## src/rtl/sw_seq_feeder.sv

```systemverilog
// Host-side feeder for the Smith-Waterman systolic core: buffers S/T symbols, streams them as one
// contiguous valid burst, then waits (bounded) for the core's finish pulse and captures its score.
module sw_seq_feeder #(
  parameter int unsigned SEQ_LEN = 256,
  parameter int unsigned ADDR_W  = 8,
  parameter int unsigned TIMEOUT = 1023
) (
  input  logic              clk,
  input  logic              reset,
  input  logic              wr_en,
  input  logic              wr_sel,
  input  logic [ADDR_W-1:0] wr_addr,
  input  logic [1:0]        wr_data,
  input  logic              start,
  output logic              busy,
  output logic              done,
  output logic              timeout_err,
  output logic [11:0]       score,
  output logic              sw_valid,
  output logic [1:0]        sw_data_s,
  output logic [1:0]        sw_data_t,
  input  logic              sw_finish,
  input  logic [11:0]       sw_max
);

  localparam int unsigned BufAw = (SEQ_LEN > 1) ? $clog2(SEQ_LEN) : 1;
  localparam int unsigned IdxW  = $clog2(SEQ_LEN + 1);
  localparam int unsigned CntW  = (TIMEOUT > 0) ? $clog2(TIMEOUT + 1) : 1;

  typedef enum logic [1:0] {StIdle, StStream, StWait} state_e;

  state_e          state_q;
  logic [IdxW-1:0] idx_q;
  logic [CntW-1:0] wait_cnt_q;
  logic [1:0]      buf_s_q [SEQ_LEN];
  logic [1:0]      buf_t_q [SEQ_LEN];

  logic             wr_ok;
  logic [BufAw-1:0] rd_addr;

  // A write colliding with an accepted start is dropped so the run sees stable data.
  assign wr_ok   = (state_q == StIdle) && wr_en && !start && (32'(wr_addr) < SEQ_LEN);
  assign rd_addr = idx_q[BufAw-1:0];

  always_ff @(posedge clk or posedge reset) begin
    if (reset) begin
      for (int unsigned i = 0; i < SEQ_LEN; i++) begin
        buf_s_q[i] <= 2'd0;
        buf_t_q[i] <= 2'd0;
      end
    end else if (wr_ok) begin
      if (wr_sel) begin
        buf_t_q[wr_addr[BufAw-1:0]] <= wr_data;
      end else begin
        buf_s_q[wr_addr[BufAw-1:0]] <= wr_data;
      end
    end
  end

  always_ff @(posedge clk or posedge reset) begin
    if (reset) begin
      state_q     <= StIdle;
      idx_q       <= '0;
      wait_cnt_q  <= '0;
      busy        <= 1'b0;
      done        <= 1'b0;
      timeout_err <= 1'b0;
      score       <= 12'd0;
      sw_valid    <= 1'b0;
      sw_data_s   <= 2'd0;
      sw_data_t   <= 2'd0;
    end else begin
      done <= 1'b0;
      unique case (state_q)
        StIdle: begin
          if (start) begin
            state_q     <= StStream;
            busy        <= 1'b1;
            timeout_err <= 1'b0;
            sw_valid    <= 1'b1;
            sw_data_s   <= buf_s_q[0];
            sw_data_t   <= buf_t_q[0];
            idx_q       <= IdxW'(1);
          end
        end
        StStream: begin
          if (idx_q == IdxW'(SEQ_LEN)) begin
            state_q    <= StWait;
            sw_valid   <= 1'b0;
            sw_data_s  <= 2'd0;
            sw_data_t  <= 2'd0;
            wait_cnt_q <= '0;
          end else begin
            sw_data_s <= buf_s_q[rd_addr];
            sw_data_t <= buf_t_q[rd_addr];
            idx_q     <= idx_q + IdxW'(1);
          end
        end
        StWait: begin
          // Finish takes priority over a timeout landing on the same edge.
          if (sw_finish) begin
            state_q <= StIdle;
            score   <= sw_max;
            done    <= 1'b1;
            busy    <= 1'b0;
          end else if (wait_cnt_q == CntW'(TIMEOUT)) begin
            state_q     <= StIdle;
            score       <= 12'd0;
            timeout_err <= 1'b1;
            done        <= 1'b1;
            busy        <= 1'b0;
          end else begin
            wait_cnt_q <= wait_cnt_q + CntW'(1);
          end
        end
        default: state_q <= StIdle;
      endcase
    end
  end

endmodule

```

## config.mk

```make
export PLATFORM = sky130hd
export DESIGN_NAME = sw_seq_feeder
export DESIGN_NICKNAME = d
export VERILOG_FILES = /design/src/rtl/sw_seq_feeder.sv
export SDC_FILE = /design/constraint.sdc
export NUM_CORES = 2
export LEC_CHECK = 0
export ABC_AREA = 0
export CAP_MARGIN = 20
export CORE_MARGIN = 5
export CORE_UTILIZATION = 61
export DETAILED_ROUTE_END_ITERATION = 10
export DONT_BUFFER_PORTS = 1
export GPL_TIMING_DRIVEN = 0
export MAX_ROUTING_LAYER = met4
export PLACE_DENSITY = 0.82
export REMOVE_ABC_BUFFERS = 1
export SLEW_MARGIN = 20
export SYNTH_ARGS = -nofsm -noshare
export SYNTH_HDL_FRONTEND = slang
export SYNTH_SLANG_ARGS = --single-unit
```

## constraint.sdc

```tcl
create_clock -name clk -period 38.2 [get_ports clk]
set_input_delay 5.73 -clock clk [delete_from_list [all_inputs] [get_ports clk]]
set_output_delay 5.73 -clock clk [all_outputs]
set_load 0.05 [all_outputs]
```

# Word-level counts from Yosys, hierarchy flattened
# Index checks and enable logic that the tools add are counted.
[totals] regBits=1065 elab_cells=603
[classes] add_sub_neg=2 n_lt_le_gt_ge=3 eq_ne=11 mux=43 bitwise=3 reduce_logical=19
[op_table] cell="bitwise mux 512 bit" n=2
[op_table] cell="binary-select mux 2 bit (select 8 bit)" n=2
[op_table] cell="two-way mux 10 bit" n=3
[op_table] cell="two-way mux 2 bit" n=13
[op_table] cell="two-way mux 12 bit" n=2
[op_table] cell="case mux 10 bit (2 select lines)" n=1
[op_table] cell="greater-or-equal comparator 9 bit, second input constant" n=2
[op_table] cell="two-way mux 9 bit" n=2
[op_table] cell="NOT 8 -> 9 bit" n=2
[op_table] cell="case mux 9 bit (2 select lines)" n=1
[op_table] cell="demux 2 bit (select 8 bit)" n=1
[op_table] cell="inequality test 2 bit, second input constant" n=6
[op_table] cell="AND reduction 3 bit" n=4
[op_table] cell="adder 10 x 1 -> 10 bit, second input constant" n=1
[op_table] cell="== test 10 bit, second input constant" n=1
[op_table] cell="two-way mux 1 bit" n=10
[op_table] cell="adder 9 x 1 -> 9 bit, second input constant" n=1
[op_table] cell="== test 9 bit, second input constant" n=1
[op_table] cell="less-than comparator 9 x 1 -> 1 bit, second input constant" n=1
[op_table] cell="case mux 2 bit (2 select lines)" n=2
[op_table] cell="AND reduction 2 bit" n=4
[op_table] cell="AND reduction 4 bit" n=2
[op_table] cell="nonzero test 2 bit" n=4
[op_table] cell="case mux 1 bit (2 select lines)" n=3
[op_table] cell="other kinds (8)" n=10

# Longest topological paths before layout
[depth] depth_word=6 depth_mapped=14 depth_no_buf=9

# Worst setup path after synthesis
# No wires, ideal clock.
[synth_path] path_type="input-to-reg" startpoint="in wr_addr[5]" endpoint="reg buf_s_q[480] (netlist name)" arrival_time_ns=7.577 required_ns=38.075 path_slack_ns=30.498 stages=6 cell_sequence="clkbuf_1 nor4_1 nand2_1 clkbuf_1 nor2_1 mux2_2"
[synth_via] elab_chain_len=6
[synth_rtl] element="start, declared" line="12" rtl="input logic [ADDR_W-1:0] wr_addr,"
[synth_rtl] element="NOT 8 -> 9 bit (implied by the code) *" line="55" rtl="buf_s_q[wr_addr[BufAw-1:0]] <= wr_data;"
[synth_rtl] element="greater-or-equal comparator 9 bit (implied by the code) / less-than comparator 9 x 1 -> 1 bit (equally long branches)" line="55"
[synth_rtl] element="logical AND 1 bit (implied by the code)" line="55"
[synth_rtl] element="two-way mux 2 bit (implied by the code)" line="55"
[synth_rtl] element="demux 2 bit (select 8 bit) *" line="55"
[synth_rtl] element="bitwise mux 512 bit *" line="55"
[synth_rtl] element="end signal, assigned by index" line="55"
[synth_rtl] element="end, declared" line="35" rtl="logic [1:0] buf_s_q [SEQ_LEN];"
# Mark *: on every way between the ends. The rest lies on a longest branch, timed or not.
# A chain may end at the register's enable or synchronous reset.

# Worst setup path after layout
[layout_path] startpoint="in wr_addr[5]" endpoint="reg buf_s_q[71] (netlist name)"
# The elaborated chain is that of the path after synthesis.

==> impl_metrics.xml <==
<?xml version="1.0" encoding="UTF-8"?>
<metrics>
  <group name="status">
    <metric name="outcome" unit="">finished, violations left</metric>
    <metric name="failed_checks" unit="">max-slew violations</metric>
  </group>
  <group name="finish">
    <metric name="areaGrowthSynthToFinish" unit="%">10.5</metric>
    <metric name="layout.cells.non_filler" unit="">4771</metric>
    <metric name="layout-drive-gt1-share" unit="">0.432</metric>
    <metric name="nets" unit="">3646</metric>
  </group>
  <group name="cts">
    <metric name="cts.path.max_buffers" unit="">3</metric>
    <metric name="root_buffer" unit="">clkbuf_16</metric>
    <metric name="cts_tree" unit="">done</metric>
    <metric name="postCtsHoldBufs" unit="">0</metric>
    <metric name="postcts_resize_cnt" unit="">0</metric>
    <metric name="path_clk_slew" unit="ns">0.06</metric>
    <metric name="clkLatencyLatePin" unit="ns">0.68</metric>
    <metric name="cts_max_level" unit="">3</metric>
    <metric name="clock_sink_count" unit="">1065</metric>
    <metric name="post-cts-setup-buffer-count" unit="">0</metric>
    <metric name="cts_inserted_buffers" unit="">106</metric>
  </group>
  <group name="worst_hold_path">
    <metric name="min_from" unit="">buf_t_q[449]</metric>
    <metric name="timing.hold.worst_endpoint" unit="">buf_t_q[449]</metric>
    <metric name="hold_path.class" unit="">reg2reg</metric>
    <metric name="hold_path_depth" unit="">1</metric>
  </group>
  <group name="floorplanning">
    <metric name="fp.coreArea" unit="sq um">82200</metric>
    <metric name="chipWidth" unit="um">298</metric>
    <metric name="initial_core_util" unit="">0.617</metric>
    <metric name="floorplan.die_area" unit="sq um">89000</metric>
    <metric name="boundaryPins" unit="">48</metric>
    <metric name="row_count" unit="">105</metric>
    <metric name="vertical_extent_of_the_die" unit="um">298</metric>
  </group>
  <group name="logic_synthesis">
    <metric name="post_synth.cell_area_avg" unit="sq um">13.6</metric>
    <metric name="synth-edff-count" unit="">0</metric>
    <metric name="yosys-top-cells-count" unit="">1065 x dfrtp_1, 1045 x mux2_2, 364 x nand2_1</metric>
    <metric name="synth_area" unit="sq um">50700</metric>
    <metric name="synth.ff_latch_count" unit="">1065</metric>
    <metric name="cell_count_after_synthesis" unit="">3734</metric>
    <metric name="yosysUniqueCellTypes" unit="">65</metric>
    <metric name="synth_largest_area_cell" unit="">dfrtp_1</metric>
    <metric name="post_synth_main_area_contributors" unit="">dfrtp_1 53%, mux2_2 23%, mux4_2 11%, nand2_1 2.7%, nor2_1 2.4%</metric>
    <metric name="synth.top_cell.area_share" unit="">0.525</metric>
    <metric name="yosys_warnings" unit="">0</metric>
    <metric name="ys_dominant_reg_cell" unit="">dfrtp_1</metric>
    <metric name="post-synth-top-count-cell" unit="">dfrtp_1</metric>
    <metric name="synth_seq_area_share" unit="">0.525</metric>
    <metric name="postSynth.asyncResetShare" unit="">1.00</metric>
  </group>
  <group name="routing">
    <metric name="drc_marker_count_from_the_first_detailed_route_iteration" unit="">3322</metric>
    <metric name="routed_via_density" unit="">6.73</metric>
    <metric name="route.vias.total" unit="">32100</metric>
    <metric name="final_ant_viol_nets" unit="">0</metric>
    <metric name="dr.pass1.iters" unit="">5</metric>
    <metric name="remaining_drc_errors" unit="">0</metric>
    <metric name="postRouteWirelength" unit="um">132000</metric>
    <metric name="detail_route.wl_per_cell" unit="um">27.6</metric>
  </group>
  <group name="critical_path">
    <metric name="r2r_cells" unit="">10</metric>
    <metric name="critical_path.reg2reg.startpoint" unit="">idx_q[0]</metric>
    <metric name="timing.critical_path.required" unit="ns">38.73</metric>
    <metric name="crit_fanout" unit="">17</metric>
    <metric name="startpoint_type" unit="">primary input</metric>
    <metric name="crit_end_category" unit="">flop</metric>
    <metric name="kind_of_critical_path" unit="">in2reg</metric>
    <metric name="crit-reg2reg-capture" unit="">sw_data_s[0]</metric>
    <metric name="ff2ff_setup_slack" unit="ns">34.19</metric>
    <metric name="critPathArrivalTime" unit="ns">8.35</metric>
  </group>
  <group name="pwr">
    <metric name="total_leakage_power" unit="nW">26.3</metric>
    <metric name="max-vdd-ir-drop" unit="mV">0.0425</metric>
    <metric name="share_clk_of_total_power" unit="">0.375</metric>
    <metric name="total_switching_power" unit="uW">867</metric>
    <metric name="power.density" unit="nW/um^2">51.2</metric>
    <metric name="switching_share_of_power" unit="">0.302</metric>
    <metric name="p_int" unit="mW">2.00</metric>
    <metric name="power.sequential.fraction" unit="">0.419</metric>
    <metric name="comb_power_share" unit="">0.206</metric>
  </group>
  <group name="placement">
    <metric name="gp_congestion" unit="">0.831</metric>
    <metric name="detailedPlacementHpwl" unit="um">79700</metric>
    <metric name="dp.cells" unit="">4577</metric>
    <metric name="io_buffer_count" unit="">0</metric>
    <metric name="dp_slack" unit="ns">29.83</metric>
  </group>
  <group name="timing">
    <metric name="slew_headroom" unit="">-0.581</metric>
    <metric name="tightestPinTransition" unit="ns">2.37</metric>
    <metric name="period_share" unit="">0.205</metric>
    <metric name="grt_setup_unrepaired" unit="">no</metric>
    <metric name="setup_viol" unit="">0</metric>
    <metric name="period_minus_slack" unit="ns">7.82</metric>
    <metric name="finalHoldViolations" unit="">0</metric>
    <metric name="post-route-worst-setup-slack" unit="ns">30.38</metric>
    <metric name="fmax" unit="GHz">0.128</metric>
    <metric name="drv_slew" unit="">537</metric>
    <metric name="skew" unit="ns">0.0273</metric>
  </group>
  <group name="run">
    <metric name="max_cap_violations" unit="">0</metric>
  </group>
  <group name="grt">
    <metric name="met2_grt_util" unit="">0.474</metric>
    <metric name="antenna_violations_before_repair" unit="">1</metric>
    <metric name="globalRoute.busiestLayer" unit="">met2</metric>
    <metric name="globalRoute.totalOverflow" unit="">0</metric>
    <metric name="maximum_number_of_pins_on_one_net_before_global_route_repair" unit="">513</metric>
    <metric name="met3_usage" unit="">0.0581</metric>
    <metric name="vias_in_the_first_global_route" unit="">34400</metric>
    <metric name="globalRouteMet1Util" unit="">0.408</metric>
    <metric name="globalRouteTotalUtil" unit="">0.307</metric>
    <metric name="wire_length_of_the_first_global_routing_pass" unit="um">207000</metric>
  </group>
</metrics>
==> cell usage in the layout, fill, tap and decap left out, types with 11 or more instances in the layout <==
cell,n
a21oi_1,29
a22o_1,18
a22oi_1,26
buf_12,14
buf_16,36
clkbuf_1,17
clkbuf_16,109
clkbuf_8,26
clkinv_2,27
dfrtp_1,1059
mux2_2,1045
mux2i_1,73
mux4_2,238
nand2_1,355
nand3_1,29
nand4_1,11
nor2_1,295
nor2_4,17
o21ai_0,24
==> how the worst max path moves through the flow <==
stage	start	end	slack (ns)	depth (start not counted)
final	wr_addr[5]	buf_s_q[71]	30.38	5
after global routing	wr_addr[5]	buf_s_q[325]	30.36	5
after CTS	wr_addr[5]	buf_s_q[71]	30.50	5
after detailed placement	wr_addr[5]	buf_s_q[71]	29.83	5
after global placement	reset	buf_s_q[393]	-8.64	1
after floorplan	reset	buf_s_q[0]	2.49	1
==> through the flow <==
| stage | area (sq um) | util | hold WS [ns] | setup TNS (ns) | total power [mW] |
|---|---|---|---|---|---|
| finish | 56000 | 0.682 | 0.500 | 0 | 2.87 |
| global route | 56000 | 0.681 | 0.509 | 0 | 2.95 |
| CTS | 56000 | 0.681 | 0.502 | 0 | 2.87 |
| detailed placement | 52500 | 0.638 | 0.488 | 0 | 1.81 |
| global placement | 50700 | 0.616 | 0.479 | -9050.44 | 1.85 |
| floorplan | 49300 | - | 0.470 | 0 | 1.63 |
==> worst max-delay path: stages <==
cell and delay [ns]:
nand2b_1 0.22, nor2_2 0.77, nand2_1 0.79, nor2_1 0.44
mux2_2 0.38
==> layout make-up <==
class                      instances  area [sq um]
sequential                      1065         26700
fill                            5395         26200
multi-input combinational       2356         22900
clock buffer                     152          3150
timing repair buffer              73          1500
tap                             1070          1340
clock inverter                    40           438
inverter                          13          61.3
antenna                            2          5.00
==> power by group through the flow <==
stage / sequential (mW) / combinational, mW / clock (mW)
2_1_floorplan: 1.29 / 0.332 / 0
3_3_place_gp: 1.38 / 0.477 / 0
3_5_place_dp: 1.22 / 0.584 / 0
4_1_cts: 1.20 / 0.588 / 1.08
5_1_grt: 1.20 / 0.618 / 1.13
6_report: 1.20 / 0.593 / 1.08
==> metal layers <==
layer	share of wire	up-vias
li1	-	13300
met1	0.39	17000
met2	0.48	1419
met3	0.081	398
met4	0.046	0
met5	0	-
==> state kept, by name (all words and copies together), names as in the netlist <==
signal       count
sw_data_t        2
timeout_err      1
sw_data_s        2
idx_q            9
wait_cnt_q      10
buf_t_q        512
score           12
sw_valid         1
state_q          2
done             1
buf_s_q        512
busy             1
==> logic make-up (layout without fill, tap and decap cells) <==
logic type | Yosys count | after routing | share of synthesized area
DFF | 1065 | 1065 | 0.525
xor gates and xnor gates | 10 | 10 | 0.00173
adders and majority gates | 3 | 3 | 0.000740
buffers and inverters | 313 | 278 | 0.0286
AOI/OAI and AO/OA | 181 | 181 | 0.0254
muxes | 1359 | 1359 | 0.354
and+or+nand+nor | 803 | 803 | 0.0645
other | 0 | 2 | 0
Power figures use the tool's default switching activity.
